<file path="src/rtl/md_ctrl_pkg.sv">
// Shared encodings and constants for the mul/div sequencing controller.
// Holds the FSM encoding, decode constants and the exception status words.
package md_ctrl_pkg;

  typedef enum logic [1:0] {
    ST_IDLE  = 2'd0,
    ST_ISSUE = 2'd1,
    ST_WAIT  = 2'd2,
    ST_WB    = 2'd3
  } md_state_e;

  localparam logic [4:0] OP_RTYPE  = 5'b00000;
  localparam logic [4:0] ALUOP_MUL = 5'b00110;
  localparam logic [4:0] ALUOP_DIV = 5'b00111;

  localparam int MUL_EXC_CODE_DEF = 4;
  localparam int DIV_EXC_CODE_DEF = 5;
  localparam int RSTATUS_REG_DEF  = 30;

  // Status word written to $rstatus when the unit raises an exception.
  function automatic logic [31:0] exc_word(input logic is_div,
                                           input int   mul_code,
                                           input int   div_code);
    return is_div ? 32'(div_code) : 32'(mul_code);
  endfunction

endpackage

</file>
<file path="src/rtl/md_wait_counter.sv">
// Wait-state counter: synchronous clear, count enable, terminal-count flag.
// tc is high while the count sits at TIMEOUT_CYCLES-1.
module md_wait_counter #(
  parameter int CNT_W          = 6,
  parameter int TIMEOUT_CYCLES = 40
) (
  input  logic clock,
  input  logic reset,
  input  logic clr,
  input  logic en,
  output logic tc
);

  localparam logic [CNT_W-1:0] TC_VAL = CNT_W'(TIMEOUT_CYCLES - 1);

  logic [CNT_W-1:0] cnt_q, cnt_d;

  always_comb begin
    cnt_d = cnt_q;
    if (clr) begin
      cnt_d = '0;
    end else if (en) begin
      cnt_d = cnt_q + CNT_W'(1);
    end
  end

  always_ff @(posedge clock) begin
    if (reset) begin
      cnt_q <= '0;
    end else begin
      cnt_q <= cnt_d;
    end
  end

  assign tc = (cnt_q == TC_VAL);

endmodule

</file>
<file path="src/rtl/md_seq_ctrl.sv">
// Sequencer for the iterative mul/div unit: stalls the front end, strobes the
// unit, waits for the result and arbitrates for the regfile write port.
//
// state    | meaning
// ---------+------------------------------------------------------------
// ST_IDLE  | no operation; accepts md_req unless flushed
// ST_ISSUE | one-cycle start strobe to the unit, wait counter cleared
// ST_WAIT  | waiting for md_resultRDY, bounded by TIMEOUT_CYCLES
// ST_WB    | holding wb_rd/wb_data and requesting the write port
module md_seq_ctrl
  import md_ctrl_pkg::*;
#(
  parameter int TIMEOUT_CYCLES = 40,
  parameter int CNT_W          = 6,
  parameter int RSTATUS_REG    = RSTATUS_REG_DEF,
  parameter int MUL_EXC_CODE   = MUL_EXC_CODE_DEF,
  parameter int DIV_EXC_CODE   = DIV_EXC_CODE_DEF
) (
  input  logic        clock,
  input  logic        reset,
  input  logic        md_req,
  input  logic        md_is_div,
  input  logic [4:0]  md_rd,
  input  logic        flush,
  output logic        stall,
  output logic        ctrl_MULT,
  output logic        ctrl_DIV,
  input  logic        md_resultRDY,
  input  logic [31:0] md_result,
  input  logic        md_exception,
  output logic        wb_req,
  input  logic        wb_grant,
  output logic [4:0]  wb_rd,
  output logic [31:0] wb_data,
  output logic        busy,
  output logic        timeout_err
);

  md_state_e   state_q, state_d;
  logic [4:0]  rd_q, rd_d;
  logic        is_div_q, is_div_d;
  logic [4:0]  wb_rd_q, wb_rd_d;
  logic [31:0] wb_data_q, wb_data_d;
  logic        wb_req_q, wb_req_d;
  logic        tmo_q, tmo_d;
  logic        cnt_clr, cnt_en, cnt_tc;

  md_wait_counter #(
    .CNT_W          (CNT_W),
    .TIMEOUT_CYCLES (TIMEOUT_CYCLES)
  ) u_wait_cnt (
    .clock (clock),
    .reset (reset),
    .clr   (cnt_clr),
    .en    (cnt_en),
    .tc    (cnt_tc)
  );

  always_comb begin
    state_d   = state_q;
    rd_d      = rd_q;
    is_div_d  = is_div_q;
    wb_rd_d   = wb_rd_q;
    wb_data_d = wb_data_q;
    wb_req_d  = wb_req_q;
    tmo_d     = tmo_q;
    cnt_clr   = 1'b0;
    cnt_en    = 1'b0;

    unique case (state_q)
      ST_IDLE: begin
        if (md_req && !flush) begin
          rd_d     = md_rd;
          is_div_d = md_is_div;
          state_d  = ST_ISSUE;
        end
      end

      // The strobe fires even when flushed; the orphaned result lands in IDLE.
      ST_ISSUE: begin
        cnt_clr = 1'b1;
        state_d = flush ? ST_IDLE : ST_WAIT;
      end

      ST_WAIT: begin
        cnt_en = 1'b1;
        if (flush) begin
          state_d = ST_IDLE;
        end else if (md_resultRDY) begin
          if (md_exception) begin
            wb_rd_d   = 5'(RSTATUS_REG);
            wb_data_d = exc_word(is_div_q, MUL_EXC_CODE, DIV_EXC_CODE);
            wb_req_d  = 1'b1;
            state_d   = ST_WB;
          end else if (rd_q != 5'd0) begin
            wb_rd_d   = rd_q;
            wb_data_d = md_result;
            wb_req_d  = 1'b1;
            state_d   = ST_WB;
          end else begin
            state_d = ST_IDLE;
          end
        end else if (cnt_tc) begin
          tmo_d   = 1'b1;
          state_d = ST_IDLE;
        end
      end

      ST_WB: begin
        if (wb_grant) begin
          wb_req_d = 1'b0;
          state_d  = ST_IDLE;
        end
      end

      default: state_d = ST_IDLE;
    endcase
  end

  always_ff @(posedge clock) begin
    if (reset) begin
      state_q   <= ST_IDLE;
      rd_q      <= '0;
      is_div_q  <= 1'b0;
      wb_rd_q   <= '0;
      wb_data_q <= '0;
      wb_req_q  <= 1'b0;
      tmo_q     <= 1'b0;
    end else begin
      state_q   <= state_d;
      rd_q      <= rd_d;
      is_div_q  <= is_div_d;
      wb_rd_q   <= wb_rd_d;
      wb_data_q <= wb_data_d;
      wb_req_q  <= wb_req_d;
      tmo_q     <= tmo_d;
    end
  end

  // Stall drops in the grant cycle so the instruction leaves X on that edge.
  assign stall = ((state_q == ST_IDLE) && md_req && !flush) ||
                 (state_q == ST_ISSUE) ||
                 (state_q == ST_WAIT) ||
                 ((state_q == ST_WB) && !wb_grant);

  assign ctrl_MULT   = (state_q == ST_ISSUE) && !is_div_q;
  assign ctrl_DIV    = (state_q == ST_ISSUE) && is_div_q;
  assign busy        = (state_q != ST_IDLE);
  assign wb_req      = wb_req_q;
  assign wb_rd       = wb_rd_q;
  assign wb_data     = wb_data_q;
  assign timeout_err = tmo_q;

endmodule

</file>
<file path="config.mk">
export PLATFORM = sky130hd
export DESIGN_NAME = md_seq_ctrl
export DESIGN_NICKNAME = d
export VERILOG_FILES = /design/src/rtl/md_ctrl_pkg.sv /design/src/rtl/md_wait_counter.sv /design/src/rtl/md_seq_ctrl.sv
export SDC_FILE = /design/constraint.sdc
export NUM_CORES = 1
export LEC_CHECK = 0
export ABC_AREA = 1
export CAP_MARGIN = 5
export CORE_UTILIZATION = 45
export CTS_BUF_LIST = sky130_fd_sc_hd__clkbuf_8
export DETAILED_ROUTE_END_ITERATION = 16
export PLACE_DENSITY = 0.81
export SLEW_MARGIN = 20
export SYNTH_ARGS = -nofsm -noshare
export SYNTH_HDL_FRONTEND = slang
export SYNTH_SLANG_ARGS = --single-unit
</file>
<file path="constraint.sdc">
create_clock -name clock -period 1.7 [get_ports clock]
set_clock_uncertainty 0.2 [all_clocks]
set_input_delay 0.17 -clock clock [delete_from_list [all_inputs] [get_ports clock]]
set_output_delay 0.17 -clock clock [all_outputs]
set_load 0.05 [all_outputs]
</file>
== Word level (Yosys, flattened, before mapping) ==
Cells that the tools add are included.
Storage, ports and cells
  input bits: 45
  register bits after elaboration: 53
  output and inout bits: 43
  word-level logic and storage cells: 66
Operators by class
  eq/ne operators: 10
  reductions and logical operators: 23
  bitwise operators: 2
  mux-type cells: 22
  add/subtract/negate cells: 1
Operators with widths (number)
  $mux 32: 2
  $mux 2: 8
  $mux 5: 2
  $mux 1: 8
  $ne 2x2->1 const B: 4
  $pmux 2 s4: 1
  $reduce_and 4->1: 2
  $add 6x1->6 const B: 1
  $eq 6x6->1 const B: 1
  $logic_and 1x1->1: 6
  $reduce_bool 2->1: 3
  $reduce_and 5->1: 1
  $reduce_bool 5->1: 1
  $eq 2x2->1 const B: 2
  $ne 4x4->1 const B: 1
  $logic_not 1->1: 3
  $logic_or 1x1->1: 3
  $ne 3x3->1 const B: 1
  $reduce_and 3->1: 1
  $eq 2x1->1 const B: 1
  $logic_not 2->1: 1
  $not 1->1: 2
  $pmux 1 s2: 1
  $reduce_and 2->1: 1
  $reduce_or 2->1: 1

== Logic depth before layout (Yosys ltp) ==
Gate-level depths: netlist of run 1.
  word-level depth: 6
  mapped depth: 9
  mapped depth without buffers: 9

== Cells and area by module ==
Synthesis of run 1 repeated with hierarchy kept, for this count alone.
Unflattened totals
  cell total of the unflattened synthesis: 351
  area total of the unflattened synthesis: 2294.7 sq um
By module, submodules not included
  md_seq_ctrl: seq. area each 940.9 sq um, cells an instance 315, instances 1, area each 2029.4 sq um
  md_wait_counter: seq. area each 120.1 sq um, cells an instance 36, instances 1, area each 265.3 sq um

== Least setup slack after synthesis of run 1 ==
OpenSTA, ideal clock, no wires.
  path type: register to register
  from: reg state_q[1]
  to: reg is_div_q
  buffers on the path: 0
  required time: 1.379 ns
  setup time: 0.121 ns
  clock period less this slack: 1.624 ns
  arrival: 1.304 ns
  path slack: 0.076 ns
  stages on the path, launching flop included: 7
  cells stage by stage: dfxtp_1 nor2_1 inv_1 nor2_1 inv_1 o21ai_0 a21oi_1
On the way
  cells in the longest elaborated chain, start to end: 2
Ends and longest elaborated chain
  start, declared: line md_seq_ctrl.sv:39  | md_state_e state_q, state_d;
  start signal, assigned: line md_seq_ctrl.sv:130  | state_q <= state_d;
  $logic_not 2->1: line md_seq_ctrl.sv:70  | unique case (state_q)
  $reduce_and 2->1 (no line)
  end signal, assigned: line md_seq_ctrl.sv:132  | is_div_q <= is_div_d;
  end, declared: line md_seq_ctrl.sv:41  | logic is_div_q, is_div_d;
No other way between the ends.
A chain may end at the register's enable or synchronous reset.

== Final worst setup path of run 1 ==
  from: reg state_q[0]
  to: out ctrl_MULT
On the way
  cells in the longest elaborated chain, start to end: 2
Ends and longest elaborated chain
  $eq 2x1->1: line md_seq_ctrl.sv:146  | assign ctrl_MULT = (state_q == ST_ISSUE) && !is_div_q;
  $logic_and 1x1->1: line md_seq_ctrl.sv:146
  end, declared: line md_seq_ctrl.sv:26  | output logic ctrl_MULT,
No other way between the ends.

==> metrics.cfg, run 1 <==
[floorplanning]
start_util = 0.470
rows = 25
dieHeight_um = 72.5
die_x_um = 72.5
core_mm2 = 0.00475
die_area_mm2 = 0.00525
io-pin-count = 88

[pwr]
netSwitchingPower_mw = 1.11
clkPwrFrac = 0.222
p_per_area_mw_per_mm2 = 971
netSwitchingFraction = 0.350
pwr-share-comb = 0.338
p_leak_nw = 1.49
p_int_mw = 2.06
ir_drop_uv = 547
sequentialPowerShare = 0.440

[logic_synthesis]
synth_edf_count = 0
synth.avg_cell_area_um2 = 6.94
synthCells = 322
async_flop_share = 0
syn_area_mm2 = 0.00223
synth_top_cell_by_area = dfxtp_1
ys_ff_latch = 53
synth_commonest_cells = nand2_1, nor2_1, dfxtp_1
ys_top_cells_by_area = dfxtp_1, nand2_1, nor2_1
ys_warn_count = 0
synth_most_common_cell = nand2_1
yosysTopAreaCellShare = 0.475
synthFlopType = dfxtp_1
syn-num-nets = 368
ys_types = 19
seq_area_frac_synth = 0.475

[clock_tree]
clk_path_buf_depth = 2
cts_tree = done
cts_sinks = 53
post_cts_resize_count = 0
cts.clk_slew.worst_paths_ns = 0.09
cts_buffers = 5
ctsHoldBuffers = 0
htreeDepth = 2
worstSkewPairLatency_ns = 0.31
cts-root-buf = clkbuf_8
cts_setup_buffers = 0

[sta]
period_needed_ns = 1.61
fin_setup_tns_ns = 0
finalMaxSlewViolations = 0
hold_viol_final = 0
timing.fmax_mhz = 622
worst_slew_pin_slew_ns = 0.396
rsz0062_at_grt = false
period_share = 0.946
whs_ns = 0.220
slew_headroom = 0.734
setup_violations = 0

[setup_path]
cp.required_ns = 1.33
reg2reg_depth = 8
r2r-end = wb_data[31]
critical_path.startpoint = state_q[0]
endpoint_kind = output pin
regToRegSetupSlack_ns = 0.16
endpoint = ctrl_MULT
r2r_start = state_q[0]
cp.arrival_ns = 1.24
path_max_fanout = 5
crit_type = reg -> out
startpoint_type = flop

[route]
routed_wl_mm = 5.41
drt_iter0_drc = 89
viasPerCell = 4.75
vias = 2278
post_drt_wl_per_cell_um = 11.3
postRouteAntennaNets = 0
dr.pass1.iters = 4
drc = 0

[finish]
finalNetCount = 458
syn2layout_area_growth_pct = 46.1
finalInstanceArea_mm2 = 0.00326
utilization = 0.686
n_antenna_cell = 0
finalNonFillerCells = 480
drive_gt1_frac = 0.186

[grt]
grtUsageTotal = 0.218
use_met3 = 0.0722
grt_max_degree = 47
grt_pass1_vias = 2150
grt_use_met2 = 0.391
grt_antenna_before_repair = 0
grt-ovfl-total = 0
grt-busiest-layer = met2
grt_pass1_wl_mm = 8.98
use_met1 = 0.238

[job]
maxCapViolCount = 0

[min_path]
worstHoldPathType = in -> reg

[placed_design]
placed_area_mm2 = 0.00317
gp_congestion = 0.892
hpwl_mm = 3.89
dp.cells = 472
numPortBuffers = 87

[run_status]
status = completed

[state kept, by name, summed over array words and instances (netlist names)]
signal            count
is_div_q              1
wb_data              32
state_q               2
wb_rd                 5
wb_req                1
rd_q                  5
u_wait_cnt.cnt_q      6
timeout_err           1
[cells by family after synthesis]
family | after synthesis | synth area share
AO/OA/AOI/OAI | 44 | 0.0986
XOR/XNOR | 1 | 0.00392
adder cells (fa/ha/maj) | 1 | 0.00560
buffers and inverters | 36 | 0.0779
flip-flops | 53 | 0.475
AND/OR/NAND/NOR | 187 | 0.339
[per-stage QoR]
stage                     power (mW)  setup slack, ns
final                           3.17           0.0918
after CTS                       3.19           0.0578
after global placement          2.47          -0.0660
after detailed placement        2.49          -0.0989
after floorplan                 2.03           0.0757
after global routing            3.33           0.0161
[per-layer routing]
layer	vias to the layer above	wire (µm)
met2	83	2540
met1	1008	2330
li1	1181	-
met5	-	0
met3	6	466
met4	0	74
[worst max-delay path, stage by stage, from the launching register on]
cell     delay (ns)
dfxtp_1        0.42
nand2_1        0.15
nor2_1         0.20
buf_12         0.17
[power groups by stage]
stage | sequential (mW) | clock (mW) | combinational [mW]
after floorplan | 1.57 | 0 | 0.460
after global placement | 1.42 | 0 | 1.06
after detailed placement | 1.42 | 0 | 1.07
after CTS | 1.39 | 0.726 | 1.07
after global routing | 1.41 | 0.769 | 1.15
final | 1.40 | 0.703 | 1.07
[cell usage in the layout, fill, tap and decap left out]
master	n
nand2_1	83
nor2_1	78
dfxtp_1	52
buf_4	47
clkdlybuf4s50_1	44
o21ai_0	27
inv_1	19
a21oi_1	17
nor2_2	11
buf_12	8
nor3_1	7
nand3_1	5
clkbuf_8	5
inv_2	2
clkinvlp_4	2
nand2_4	1
nand3b_1	1
xnor2_1	1
nor3b_1	1
ha_1	1
dfxtp_2	1
[worst min-delay path by stage]
stage | startpoint | to | slack, ns | cells past startpoint
2_1_floorplan | reset | timeout_err | 0.04 | 1
3_3_place_gp | timeout_err | timeout_err | 0.25 | 2
4_1_cts | reset | timeout_err | 0.21 | 2
5_1_grt | reset | timeout_err | 0.24 | 2
6_report | reset | timeout_err | 0.22 | 2
3_5_place_dp | timeout_err | timeout_err | 0.26 | 2
[layout make-up]
class,instances,area [µm²]
multi-input combinational,233,1000
timing repair buffer,99,953
fill,408,1490
sequential,53,1060
clock buffer,5,68.8
inverter,20,75.1
tap,67,83.8
clock inverter,3,18.8
Note: power is estimated with default switching activity, not from simulation.
==> run 2, diff against run 1 <==
--- a/config.mk
+++ b/config.mk
@@ -7,10 +7,10 @@
 export LEC_CHECK = 0
 export ABC_AREA = 1
 export CAP_MARGIN = 5
-export CORE_UTILIZATION = 45
+export CORE_UTILIZATION = 48
 export CTS_BUF_LIST = sky130_fd_sc_hd__clkbuf_8
 export DETAILED_ROUTE_END_ITERATION = 16
-export PLACE_DENSITY = 0.81
+export PLACE_DENSITY = 0.86
 export SLEW_MARGIN = 20
 export SYNTH_ARGS = -nofsm -noshare
 export SYNTH_HDL_FRONTEND = slang
==> constraint.sdc (replaced) <==
create_clock -name clock -period 1.87 [get_ports clock]
set_clock_uncertainty 0.2 [all_clocks]
set_input_delay 0.187 -clock clock [delete_from_list [all_inputs] [get_ports clock]]
set_output_delay 0.187 -clock clock [all_outputs]
set_load 0.05 [all_outputs]
==> run 2 against run 1 <==
Against the previous run:
- clock power decreased by 9.7%
- via count decreased by 0.35%
- combinational power decreased by 11%
- die area decreased by 6.1%
- worst hold slack improved by 0.0052 ns
- first-iteration DRC count increased by 51%
- highest routed layer unchanged
==> metrics.cfg, run 2 (synthesized netlist as in run 1, its figures left out) <==
[pwr]
p_per_area_mw_per_mm2 = 853  ; -12%
p_leak_nw = 1.88  ; +26%
ir_drop_uv = 496  ; -9.3%
finalPower_mw = 2.85  ; -9.9%

[grt]
use_met3 = 0.0779  ; +0.00570
grtUsageTotal = 0.229  ; +0.0115
use_met1 = 0.272  ; +0.0345
grt-busiest-layer = met2
grt_antenna_before_repair = 0  ; unchanged
grt_use_met2 = 0.389  ; -0.00260
grt_pass1_wl_mm = 9.03  ; +0.47%
grt_max_degree = 40  ; -15%
grt-ovfl-total = 0  ; unchanged
grt_pass1_vias = 2047  ; -4.8%

[setup_path]
cp.arrival_ns = 1.44  ; +0.20 ns
endpoint_kind = output pin
crit_type = reg -> out
crit_slowest_cell = clkdlybuf4s50_1
startpoint_type = flop
cp_num_buf_inv = 1  ; unchanged
cp.required_ns = 1.48  ; +0.15 ns
cpLargestDelayFamily = buffers and inverters
critical_path.max_stage_delay_ns = 0.80  ; +0.38 ns
path_max_fanout = 2  ; -3
worstPathCellList = clkdlybuf4s50_1

[route]
viasPerCell = 4.91  ; +3.5%
drc = 0  ; unchanged
dr.pass1.iters = 5  ; +1
routed_wl_mm = 5.42  ; +0.13%
drt_iter0_drc = 134  ; +51%
postRouteAntennaNets = 0  ; unchanged
post_drt_wl_per_cell_um = 11.7  ; +4.0%
vias = 2270  ; -0.35%

[sta]
hold_viol_final = 0  ; unchanged
slew_headroom = 0.659  ; -0.0745
timing.fmax_mhz = 548
rsz0062_at_grt = false
finalMaxSlewViolations = 0  ; unchanged
fin_setup_tns_ns = 0  ; unchanged
worst_slew_pin_slew_ns = 0.510  ; +0.114 ns
period_share = 0.977
setup_violations = 0  ; unchanged
period_needed_ns = 1.83

[floorplanning]
rows = 24  ; -4.0%
dieHeight_um = 70.2  ; -3.1%
die_x_um = 70.2  ; -3.1%
start_util = 0.506  ; +0.0362
die_area_mm2 = 0.00493  ; -6.1%
core_mm2 = 0.00441  ; -7.2%
io-pin-count = 88  ; unchanged

[finish]
mostFrequentLayoutCell = nand2_1
largest_reg_flops = 32  ; unchanged
syn2layout_area_growth_pct = 49.9
finalNetCount = 455  ; -0.66%
drive_gt1_frac = 0.105  ; -0.0816
n_antenna_cell = 0  ; unchanged
final_cell_mix = nand2_1, nor2_1, dfxtp_1, clkdlybuf4s50_1, o21ai_0

[placed_design]
numPortBuffers = 87  ; unchanged
gp_congestion = 0.806  ; -9.6%
hpwl_mm = 3.85  ; -1.0%

[clock_tree]
cts-root-buf = clkbuf_8
htreeDepth = 2  ; unchanged
cts.clk_slew.worst_paths_ns = 0.09  ; about the same
clk_path_buf_depth = 2  ; unchanged
cts_tree = done
cts_sinks = 53  ; unchanged
worstSkewPairLatency_ns = 0.31  ; about the same
ctsHoldBuffers = 0  ; unchanged
cts_buffers = 5  ; unchanged

[job]
maxCapViolCount = 0  ; unchanged

[run_status]
status = completed

[min_path]
worstHoldPathType = in -> reg

[run 2: changes by cell type in the layout (fill, tap and decap cells not counted), sizes merged]
cell,delta
clkdlybuf4s50,+2
buf,-32
dlymetal6s2s,+24
dlygate4sd2,+3
[run 2: power breakdown]
part | internal (mW) | leakage [nW] | switching (mW) | total, mW
sequential | 1.21 | 0.429 | 0.0579 | 1.27
combinational | 0.389 | 1.41 | 0.565 | 0.954
clock | 0.259 | 0.0416 | 0.376 | 0.635
total | 1.86 | 1.88 | 0.998 | 2.85
[run 2: layer usage]
| layer | wire length [µm] | share of wire |
|---|---|---|
| met2 | 2610 | 0.48 |
| met5 | 0 | 0 |
| met3 | 410 | 0.076 |
| met1 | 2320 | 0.43 |
| met4 | 70 | 0.013 |
[run 2: cell type report]
type,instances,area [µm²]
Fill cell,343,1070
Timing Repair Buffer,96,1060
Clock buffer,5,68.8
Sequential cell,53,1060
Clock inverter,3,18.8
Multi-Input combinational cell,233,998
Tap cell,52,65.1
Inverter,20,75.1
[run 2: final timing paths]
kind,startpoint,to,slack (ns),cells past startpoint
setup reg to reg,state_q[0],state_q[1],0.32,8
hold reg to reg,timeout_err,timeout_err,0.28,2
hold / removal,reset,timeout_err,0.23,2
setup / recovery,wb_data[4],wb_data[4],0.04,1
[run 2: timing repair]
action,in CTS,in global routing
endpoints found under the setup margin,3,24
buffers inserted,0,0
gates resized for setup,3,24
pin swaps,0,0
[run 2: per-stage QoR]
stage	util	std cells	hold WS [ns]	area [µm²]	setup slack, ns
final	0.758	462	0.226	3350	0.0435
after floorplan	-	322	0.0594	2230	0.246
after global placement	0.726	454	0.255	3200	0.0419
after CTS	0.745	462	0.221	3290	0.00600
after detailed placement	0.726	454	0.264	3200	0.0289
after global routing	0.758	462	0.231	3350	0.00778
==> run 3, diff against run 2 <==
--- a/config.mk
+++ b/config.mk
@@ -11,7 +11,7 @@
 export CTS_BUF_LIST = sky130_fd_sc_hd__clkbuf_8
 export DETAILED_ROUTE_END_ITERATION = 16
 export PLACE_DENSITY = 0.86
-export SLEW_MARGIN = 20
+export SLEW_MARGIN = 5
 export SYNTH_ARGS = -nofsm -noshare
 export SYNTH_HDL_FRONTEND = slang
 export SYNTH_SLANG_ARGS = --single-unit
==> results of run 3 <==
Same layout as run 2: the final DEF is identical, and so are final timing and power.
